[config.mk]
export PLATFORM = sky130hd
export DESIGN_NAME = serial_subtractor
export DESIGN_NICKNAME = d
export VERILOG_FILES = /design/src/rtl/serial_subtractor_pkg.sv /design/src/rtl/sub_bit_cell.sv /design/src/rtl/serial_subtractor.sv
export SDC_FILE = /design/constraint.sdc
export NUM_CORES = 1
export LEC_CHECK = 0
export ABC_CLOCK_PERIOD_IN_PS = 1900
export BUFFER_PORTS_ARGS = -buffer_cell sky130_fd_sc_hd__buf_2
export CAP_MARGIN = 10
export CORE_ASPECT_RATIO = 0.8
export CORE_MARGIN = 4
export CORE_UTILIZATION = 50
export CTS_BUF_LIST = sky130_fd_sc_hd__clkbuf_16
export CTS_CLUSTER_SIZE = 12
export DETAILED_ROUTE_END_ITERATION = 8
export PLACE_DENSITY = 0.73
export REMOVE_ABC_BUFFERS = 1
export SYNTH_ARGS = -nofsm -noshare
export SYNTH_HDL_FRONTEND = slang
export SYNTH_SLANG_ARGS = --single-unit
[constraint.sdc]
create_clock -name clk -period 1.9 [get_ports clk]
set_input_delay 0.475 -clock clk [delete_from_list [all_inputs] [get_ports clk]]
set_output_delay 0.475 -clock clk [all_outputs]
set_load 0.1 [all_outputs]
[src/rtl/serial_subtractor_pkg.sv]
// Shared types and constants for the bit-serial subtractor.
package serial_subtractor_pkg;

  localparam int unsigned DEFAULT_WIDTH = 8;

  typedef enum logic [1:0] {
    IDLE  = 2'd0,
    SHIFT = 2'd1,
    DONE  = 2'd2
  } state_e;

endpackage

[src/rtl/sub_bit_cell.sv]
// One-bit combinational full subtractor: d = a - b - c, bo = borrow out.
module sub_bit_cell (
  input  logic a_i,
  input  logic b_i,
  input  logic c_i,
  output logic d_o,
  output logic bo_o
);

  assign d_o  = a_i ^ b_i ^ c_i;
  assign bo_o = (~a_i & b_i) | (~a_i & c_i) | (b_i & c_i);

endmodule

[src/rtl/serial_subtractor.sv]
// Bit-serial WIDTH-bit subtractor (A - B - Bin), LSB first, start/busy/done handshake.
// Optional signed overflow output enabled by defining SERIAL_SUB_OVF_EN.
module serial_subtractor
  import serial_subtractor_pkg::*;
#(
  parameter int unsigned WIDTH = DEFAULT_WIDTH
) (
  input  logic             clk,
  input  logic             rst_n,
  input  logic             start,
  input  logic [WIDTH-1:0] a_in,
  input  logic [WIDTH-1:0] b_in,
  input  logic             bin,
  output logic             busy,
  output logic             done,
  output logic [WIDTH-1:0] diff,
  output logic             bout
`ifdef SERIAL_SUB_OVF_EN
  ,
  output logic             ovf
`endif
);

  localparam int unsigned CNT_W = $clog2(WIDTH);
  localparam logic [CNT_W-1:0] LAST_CNT = CNT_W'(WIDTH - 1);

  state_e             state_q;
  logic [WIDTH-1:0]   a_q;
  logic [WIDTH-1:0]   b_q;
  logic               borrow_q;
  logic [CNT_W-1:0]   cnt_q;
  logic [WIDTH-2:0]   res_q;
  logic [WIDTH-2:0]   res_d;
  logic [WIDTH-1:0]   diff_q;
  logic               bout_q;
  logic               busy_q;
  logic               done_q;
  logic               cell_d;
  logic               cell_bo;
`ifdef SERIAL_SUB_OVF_EN
  logic               ovf_q;
`endif

  sub_bit_cell u_cell (
    .a_i  (a_q[0]),
    .b_i  (b_q[0]),
    .c_i  (borrow_q),
    .d_o  (cell_d),
    .bo_o (cell_bo)
  );

  // Partial result keeps only the WIDTH-1 earlier bits; the final bit comes straight from the cell.
  assign res_d = (WIDTH-1)'({cell_d, res_q} >> 1);

  always_ff @(posedge clk) begin
    if (!rst_n) begin
      state_q  <= IDLE;
      a_q      <= '0;
      b_q      <= '0;
      borrow_q <= 1'b0;
      cnt_q    <= '0;
      res_q    <= '0;
      diff_q   <= '0;
      bout_q   <= 1'b0;
      busy_q   <= 1'b0;
      done_q   <= 1'b0;
`ifdef SERIAL_SUB_OVF_EN
      ovf_q    <= 1'b0;
`endif
    end else begin
      done_q <= 1'b0;
      case (state_q)
        IDLE, DONE: begin
          if (start) begin
            a_q      <= a_in;
            b_q      <= b_in;
            borrow_q <= bin;
            cnt_q    <= '0;
            res_q    <= '0;
            busy_q   <= 1'b1;
            state_q  <= SHIFT;
          end else begin
            state_q  <= IDLE;
          end
        end
        SHIFT: begin
          a_q      <= a_q >> 1;
          b_q      <= b_q >> 1;
          borrow_q <= cell_bo;
          res_q    <= res_d;
          cnt_q    <= cnt_q + CNT_W'(1);
          if (cnt_q == LAST_CNT) begin
            diff_q  <= {cell_d, res_q};
            bout_q  <= cell_bo;
            busy_q  <= 1'b0;
            done_q  <= 1'b1;
            state_q <= DONE;
`ifdef SERIAL_SUB_OVF_EN
            // Operand sign bits are in bit 0 now and cell_d is the result sign.
            ovf_q   <= (a_q[0] != b_q[0]) && (cell_d != a_q[0]);
`endif
          end
        end
        default: begin
          busy_q  <= 1'b0;
          state_q <= IDLE;
        end
      endcase
    end
  end

  assign busy = busy_q;
  assign done = done_q;
  assign diff = diff_q;
  assign bout = bout_q;
`ifdef SERIAL_SUB_OVF_EN
  assign ovf  = ovf_q;
`endif

endmodule

==> impl_metrics.toml <==
[timing]
clock.fmax_mhz = 664
rsz0062_at_grt = "false"
tns_ps = 0
setup_viol = 0
hold_viol = 0
post-route-period-util_pct = 79.2
tightest_slew_ps = 507
finalClockSkew_ps = 2.18
drv_slew = 0
period_minus_slack_ps = 1510
slew_headroom_pct = 66.2

[floorplanning]
die_h_microns = 60.0
start_util_pct = 53.5
design.die.area_sq_um = 4380
die_x_microns = 73.0
io_pins = 31
row_count = 18
core_sq_um = 3150

[route]
num_vias = 1367
routedWlPerCell_microns = 12.6
via_per_inst = 5.18
antenna_left = 0
drt_wl_total_microns = 3320
drt_iter0_markers = 35
remaining_drc_errors = 0
drt_first_pass_iters = 4

[setup_path]
crit_buf_inv = 1
required_ps = 1420
slowest_stage = "buf_2"
start_kind = "flop"
path_cells = "buf_2"
crit_arrival_ps = 1030
worstSetupPathType = "flop to output pin"
crit_family = "buffers and inverters"
max_stage_delay_ps = 430
cp-end-kind = "output pin"
path_max_fanout = 2

[grt]
overflow = 0
grt_pass1_wl_microns = 5530
grt_max_degree = 33
gr-usage-all-layers_pct = 16.7
grt_pass1_vias = 1262
antenna_found_initial = 0

[layout]
drive_above_1_share_pct = 26.8
nets = 246
antennaDiodeCount = 0
area_growth_pct = 16.2
final_area_sq_um = 1960

[synthesis]
yosysMostFrequentCell = "nand2_1"
ys_ff_latch = 40
synth_area_leaders = "dfxtp_1 47%, nand2_1 11%, a31oi_1 5.6%"
synth_common_cells = "48 x nand2_1, 40 x dfxtp_1, 15 x a31oi_1, 15 x o21ai_0, 14 x a21oi_1"
synth-edff-count = 0
yosys.area.top_type = "dfxtp_1"
synth_flop_cell = "dfxtp_1"
netlist_instances = 195
synth.avg_cell_area_sq_um = 8.66
netlist_area_sq_um = 1690
synthArstFlopShare_pct = 0
ys_types = 24
yosys.area.top_type_share_pct = 47.4
ys_warn_count = 0
ys_seq_area_share_pct = 47.4

[power_and_ir_drop]
cellLeakagePower_nw = 0.759
peakVddDrop_v = 0.000572
powerDensity_nw_per_um2 = 957

[clocking]
clock_latency_ps = 280
cts-htree-levels = 2
cts_buffer_depth = 2
clockRootBuffer = "clkbuf_16"
hold_buffers = 0
path_clk_slew_ps = 50
cts_tree = "built"
post_cts_resized = 0
numCtsBuffers = 5
cts_post_setup_buffers_inserted = 0
cts_sinks = 40

[worst_hold_path]
hold_class = "primary input to flop"

[placement]
hpwlAfterDp_microns = 2170
place_congestion = 0.753
dpl-instance-area_sq_um = 1820
port_buffers = 30

[flow_run]
drv_cap = 0

[status]
status = "complete, no violations"
==> routing by layer <==
layer  up-vias  track usage [%]  share of wire, %
met2        18             27.4                46
met5         -                0                 0
met3         5             6.55               4.0
met4         0             5.53               1.2
li1        719                -                 -
met1       625             20.2                49
==> through the flow <==
step | setup WS [ps] | power [mW] | util (%) | cells | hold WS (ps)
after floorplan | 331 | 1.05 | - | 179 | 442
after global placement | 591 | 1.12 | 57.9 | 256 | 442
after detailed placement | 560 | 1.12 | 57.9 | 256 | 446
after CTS | 380 | 1.90 | 62.2 | 264 | 433
after global routing | 351 | 1.96 | 62.2 | 264 | 445
final | 394 | 1.88 | 62.2 | 264 | 439
==> report_power, final <==
part / internal (mW) / switching, mW / leakage [nW]
sequential: 0.882 / 0.0225 / 0.327
clock: 0.471 / 0.298 / 0.0738
combinational: 0.0729 / 0.130 / 0.359
==> cells by family (layout without fill, tap and decap cells) <==
group	after synthesis	count (layout)	share of synthesized area, %
adder cells (fa/ha/maj)	3	3	2.67
AND/OR/NAND/NOR	79	79	22.6
flip-flops	40	40	47.4
buffers and inverters	18	47	7.34
AO/OA/AOI/OAI	55	55	19.9
==> cell type report <==
| class | count | area [sq um] |
|---|---|---|
| fillers | 281 | 1190 |
| repair buffers | 37 | 203 |
| clock inverters | 3 | 11.3 |
| multi-input cells | 137 | 763 |
| clock buffers | 5 | 125 |
| well taps | 40 | 50.0 |
| inverters | 2 | 7.51 |
| flip-flops and latches | 40 | 801 |
==> registers in the layout, indices dropped and copies added (netlist names) <==
| signal | flops |
|---|---|
| a_q | 8 |
| b_q | 8 |
| diff | 8 |
| res_q | 7 |
| cnt_q | 3 |
| state_q | 2 |
| borrow_q | 1 |
| bout | 1 |
| busy | 1 |
| done | 1 |
==> path summary, 6_finish.rpt <==
| check | startpoint | to | slack (ps) | cells past startpoint |
|---|---|---|---|---|
| hold / removal | b_in[7] | b_q[7] | 440 | 3 |
| setup / recovery | diff[4] | diff[4] | 390 | 1 |
| setup reg to reg | cnt_q[0] | diff[6] | 570 | 5 |
| hold reg to reg | bout | bout | 450 | 2 |
==> placed cells by master (no fill, tap or decap), drive strengths merged, types with 2 or more instances in the layout <==
master	n
nand2	48
a21oi	22
clkbuf	5
nor2	4
buf	37
nand2b	4
dfxtp	40
inv	4
nand3	20
o21ai	16
ha	2
a31oi	15
==> tightest hold or removal path, cell delays in order <==
cell,delay [ps]
buf_2,90
nand2_1,60
a21oi_2,40
(Power assumes the default switching activity.)
